[src/rtl/mux_pkg.sv]
// Shared helpers for the N-way word selector family.
package mux_pkg;

    localparam int MUX_MAX_IN = 16;
    // Widest lane the extract helper can carry.
    localparam int MUX_MAX_W  = 64;
    localparam int MUX_MAX_VW = MUX_MAX_IN * MUX_MAX_W;

    // Ceiling log2, never below 1 so a select port always has a bit.
    function automatic int clog2(input int n);
        int r;
        r = 1;
        for (int i = 1; i < 31; i++) begin
            if ((1 << i) < n) r = i + 1;
        end
        return r;
    endfunction

    // Lane idx of a packed vector of w-bit lanes; caller truncates to its width.
    function automatic logic [MUX_MAX_W-1:0] lane_extract(
        input int unsigned             idx,
        input int unsigned             w,
        input logic [MUX_MAX_VW-1:0]   v
    );
        return MUX_MAX_W'(v >> (idx * w));
    endfunction

endpackage

[src/rtl/mux_n.sv]
// Combinational NUM_IN x WIDTH word selector; out-of-range selects give zero.
module mux_n
    import mux_pkg::*;
#(
    parameter  int WIDTH  = 11,
    parameter  int NUM_IN = 3,
    localparam int SEL_W  = clog2(NUM_IN)
) (
    input  logic [NUM_IN*WIDTH-1:0] din_i,
    input  logic [SEL_W-1:0]        sel_i,
    output logic [WIDTH-1:0]        dout_o
);

    always_comb begin
        dout_o = '0;
        if (int'(sel_i) < NUM_IN)
            dout_o = WIDTH'(lane_extract(int'(sel_i), WIDTH, MUX_MAX_VW'(din_i)));
    end

endmodule

[src/rtl/mux_n_pipe.sv]
// Registered N-way word selector behind valid/ready with a 2-entry skid buffer.
// Define MUX_N_PIPE_SEL_ERR_EN to add a sel_err flag that travels with each word.
module mux_n_pipe
    import mux_pkg::*;
#(
    parameter  int WIDTH  = 11,
    parameter  int NUM_IN = 3,
    localparam int SEL_W  = clog2(NUM_IN)
) (
    input  logic                    clk,
    input  logic                    reset,
    input  logic [NUM_IN*WIDTH-1:0] din,
    input  logic [SEL_W-1:0]        sel,
    input  logic                    in_valid,
    output logic                    in_ready,
    output logic [WIDTH-1:0]        dout,
    output logic                    out_valid,
    input  logic                    out_ready
`ifdef MUX_N_PIPE_SEL_ERR_EN
    ,
    output logic                    sel_err
`endif
);

    logic [WIDTH-1:0] sel_word;
    logic             accept, handoff;
    logic             ovld_q, ovld_d, svld_q, svld_d;
    logic [WIDTH-1:0] odat_q, odat_d, sdat_q, sdat_d;
`ifdef MUX_N_PIPE_SEL_ERR_EN
    logic             in_err;
    logic             oerr_q, oerr_d, serr_q, serr_d;
    assign in_err = (int'(sel) >= NUM_IN);
`endif

    mux_n #(.WIDTH(WIDTH), .NUM_IN(NUM_IN)) u_mux (
        .din_i  (din),
        .sel_i  (sel),
        .dout_o (sel_word)
    );

    // in_ready comes straight from the skid flag so upstream sees no out_ready path.
    assign in_ready = !svld_q;
    assign accept   = in_valid && !svld_q;
    assign handoff  = ovld_q && out_ready;

    always_comb begin
        ovld_d = ovld_q;
        odat_d = odat_q;
        svld_d = svld_q;
        sdat_d = sdat_q;
`ifdef MUX_N_PIPE_SEL_ERR_EN
        oerr_d = oerr_q;
        serr_d = serr_q;
`endif
        if (!ovld_q || handoff) begin
            if (svld_q) begin
                ovld_d = 1'b1;
                odat_d = sdat_q;
                svld_d = 1'b0;
`ifdef MUX_N_PIPE_SEL_ERR_EN
                oerr_d = serr_q;
`endif
            end else if (accept) begin
                ovld_d = 1'b1;
                odat_d = sel_word;
`ifdef MUX_N_PIPE_SEL_ERR_EN
                oerr_d = in_err;
`endif
            end else begin
                // dout keeps its last value; only the valid flag drops.
                ovld_d = 1'b0;
            end
        end else if (accept) begin
            svld_d = 1'b1;
            sdat_d = sel_word;
`ifdef MUX_N_PIPE_SEL_ERR_EN
            serr_d = in_err;
`endif
        end
    end

    always_ff @(posedge clk) begin
        if (reset) begin
            ovld_q <= 1'b0;
            odat_q <= '0;
            svld_q <= 1'b0;
            sdat_q <= '0;
`ifdef MUX_N_PIPE_SEL_ERR_EN
            oerr_q <= 1'b0;
            serr_q <= 1'b0;
`endif
        end else begin
            ovld_q <= ovld_d;
            odat_q <= odat_d;
            svld_q <= svld_d;
            sdat_q <= sdat_d;
`ifdef MUX_N_PIPE_SEL_ERR_EN
            oerr_q <= oerr_d;
            serr_q <= serr_d;
`endif
        end
    end

    assign dout      = odat_q;
    assign out_valid = ovld_q;
`ifdef MUX_N_PIPE_SEL_ERR_EN
    assign sel_err   = oerr_q;
`endif

endmodule

[config.mk]
export PLATFORM = sky130hd
export DESIGN_NAME = mux_n_pipe
export DESIGN_NICKNAME = d
export VERILOG_FILES = /design/src/rtl/mux_pkg.sv /design/src/rtl/mux_n.sv /design/src/rtl/mux_n_pipe.sv
export SDC_FILE = /design/constraint.sdc
export NUM_CORES = 1
export LEC_CHECK = 0
export BUFFER_PORTS_ARGS = -buffer_cell sky130_fd_sc_hd__buf_2
export CORE_MARGIN = 2
export CORE_UTILIZATION = 50
export CTS_BUF_LIST = sky130_fd_sc_hd__clkbuf_2
export CTS_CLUSTER_SIZE = 14
export DETAILED_ROUTE_END_ITERATION = 6
export GPL_TIMING_DRIVEN = 1
export PLACE_DENSITY_LB_ADDON = 0.3
export SYNTH_ARGS = -nofsm -noshare
export SYNTH_HDL_FRONTEND = slang
export SYNTH_SLANG_ARGS = --single-unit
[constraint.sdc]
create_clock -name clk -period 1.2 [get_ports clk]
set_input_delay 0.06 -clock clk [delete_from_list [all_inputs] [get_ports clk]]
set_output_delay 0.06 -clock clk [all_outputs]
set_load 0.05 [all_outputs]
==> flow_metrics.tcl <==
set metrics [dict create \
    status "finished with violations" \
    violations "setup timing" \
    cts_sinks 24 \
    core_area_um2 2500 \
    drive_gt1_share_pct 43.8 \
    reg2reg_depth 5 \
    period_share_pct 109 \
    critical_path.startpoint "svld_q" \
    synth_area_leaders "dfxtp_1 36%, a32o_1 8.2%, mux2i_1 8.2%, o211a_1 8.2%, nand3b_1 6.2%" \
    final_common_cell "buf_2" \
    final_cell_mix "50 x buf_2, 22 x dfxtp_1, 12 x nor2_1, 12 x nand2b_1" \
    crit_path_start_kind "flop" \
    cts_inserted_buffers 3 \
    slew_headroom_pct 82.1 \
    wl_per_cell_um 15.9 \
    cts_hold_buf 0 \
    vias 1288 \
    peakVddDrop_v 0.000871 \
    tightest_slew_ns 0.261 \
    r2r-end "sdat_q[3]" \
    layout_setup_ws_ns -0.108 \
    cts_tree "done" \
    r2r_slack_ns -0.11 \
    drv_cap 0 \
    setup_violations 23 \
    drtAntennaViolNets 0 \
    netlist_area_um2 1340 \
    hold_viol 0 \
    rr_startpoint "svld_q" \
    synth.distinct_cells 20 \
    hold_ws_ns 0.0754 \
    regArea_um2 488 \
    endpoint_kind "flop" \
    drtIter0Drc 33 \
    cellLeakagePower_nw 0.869 \
    insertion_delay_ns 0.36 \
    min_period_ns 1.31 \
    crit_type "reg -> reg" \
    critPathArrivalTime_ns 1.60 \
    root_buffer "clkbuf_2" \
    antenna_found_initial 0 \
    syn2layout_area_growth_pct 35.4 \
    grt_pass1_wl_um 5650 \
    hp-start "din[24]" \
    p_per_area_nw_per_um2 1050 \
    grt_pass1_vias 1279 \
    drt-pass1-iter-count 4 \
    grt_max_degree 34 \
    start_util_pct 53.4 \
    nets 234 \
    drv_slew 0 \
    fmax_ghz 0.765 \
    antenna_cells 0 \
    drc 0 \
    io_pins 52 \
    fin_skew_ns 0.00469 \
    min_path_type "in -> reg" \
    rows 18 \
    track_usage_pct 22.8 \
    die_w_um 55.7 \
    die_area_um2 3100 \
    p_total_mw 1.89 \
    holdPathStages 4 \
    syn_avg_cell_area_um2 9.89 \
    place.gp.congestion 0.716 \
    holdPathEnd "sdat_q[2]" \
    yosys_warnings 0 \
    fillCellCount 200 \
    required_ns 1.49 \
    multi_input_area_um2 761 \
    syn_inst 135 \
    die_h_um 55.7 \
    yosysTopAreaCellShare_pct 36.0 \
    path_max_fanout 11 \
    drt_wl_total_um 3550 \
    yosysSeqAreaShare_pct 36.0 \
    ctsLongestPathBuffers 2 \
    cts.clk_slew.worst_paths_ns 0.24 \
    syn-num-nets 174 \
    port_buffers 51 \
    grt_setup_unrepaired "yes" \
    yosys.area.top_type "dfxtp_1" \
    htreeDepth 1 \
    overflow 0 \
    hpwl_um 2350 \
    vias_per_cell 5.75 \
    ys_seq_elements 24 \
    utilization_pct 72.3 \
]
==> cells in the mapped netlist (all sizes together) <==
cell    count
dfxtp      24
nand2b     12
nor2       12
nor3       12
a32o       11
buf        11
mux2i      11
nand3b     11
o211a      11
o211ai     11
clkbuf      3
a21oi       2
and4bb      1
inv         1
nor3b       1
or2         1
==> registers in the layout (all words and copies together), names as in the netlist <==
signal	count
svld_q	1
sdat_q	11
out_valid	1
dout	11
==> cell families (layout without fill, tap and decap cells) <==
group | after synthesis | after routing | synth area share (%)
compound gates | 35 | 35 | 23.4
buf+inv | 15 | 74 | 8.06
flops | 24 | 24 | 36.0
mux | 11 | 11 | 8.25
simple gates | 50 | 50 | 24.3
==> area by class of cell <==
class | count | share of cell area [%]
multi-input combinational | 96 | 42.1
sequential | 24 | 27.0
timing repair buffer | 69 | 26.0
tap | 30 | 2.08
clock inverter | 1 | 1.66
clock buffer | 3 | 0.830
inverter | 1 | 0.346
==> repair_timing <==
action / CTS / global route
resized for setup: 12 / 2
gates cloned: 0 / 1
pin swaps: 13 / 4
endpoints found under the setup margin: 13 / 23
buffers inserted: 5 / 0
==> worst max-delay path, stage by stage (launching register included) <==
cell and delay [ns]:
dfxtp_4 0.42, buf_6 0.12, and4bb_4 0.35, clkbuf_16 0.17, o211a_1 0.16, nor3_2 0.04
==> worst max-delay path by stage <==
stage,endpoint,slack (ns),cells after the start
finish,sdat_q[3],-0.11,5
global route,sdat_q[0],-0.12,5
CTS,sdat_q[10],-0.07,5
detailed placement,dout[8],-0.19,3
global placement,dout[8],-0.15,3
floorplan,dout[0],0.02,4
==> per-stage QoR <==
step	worst slack, ns	area (µm²)	cells	setup TNS (ns)
floorplan	0.0186	1340	135	0
global placement	-0.150	1660	214	-1.59
detailed placement	-0.189	1660	214	-1.96
CTS	-0.0668	1780	223	-0.554
global route	-0.118	1810	224	-1.90
finish	-0.108	1810	224	-1.40
==> routing by layer <==
metal,track usage [%],part of all wire [%],up-vias
met2,41.3,52,39
met4,9.41,2.1,0
met3,3.02,5.0,6
met5,0,0,-
met1,26.7,41,612
li1,-,-,631
==> power breakdown <==
part           internal, mW  switching, mW
sequential            0.840         0.0226
combinational         0.206          0.268
clock                 0.287          0.267
(Power assumes the default switching activity.)
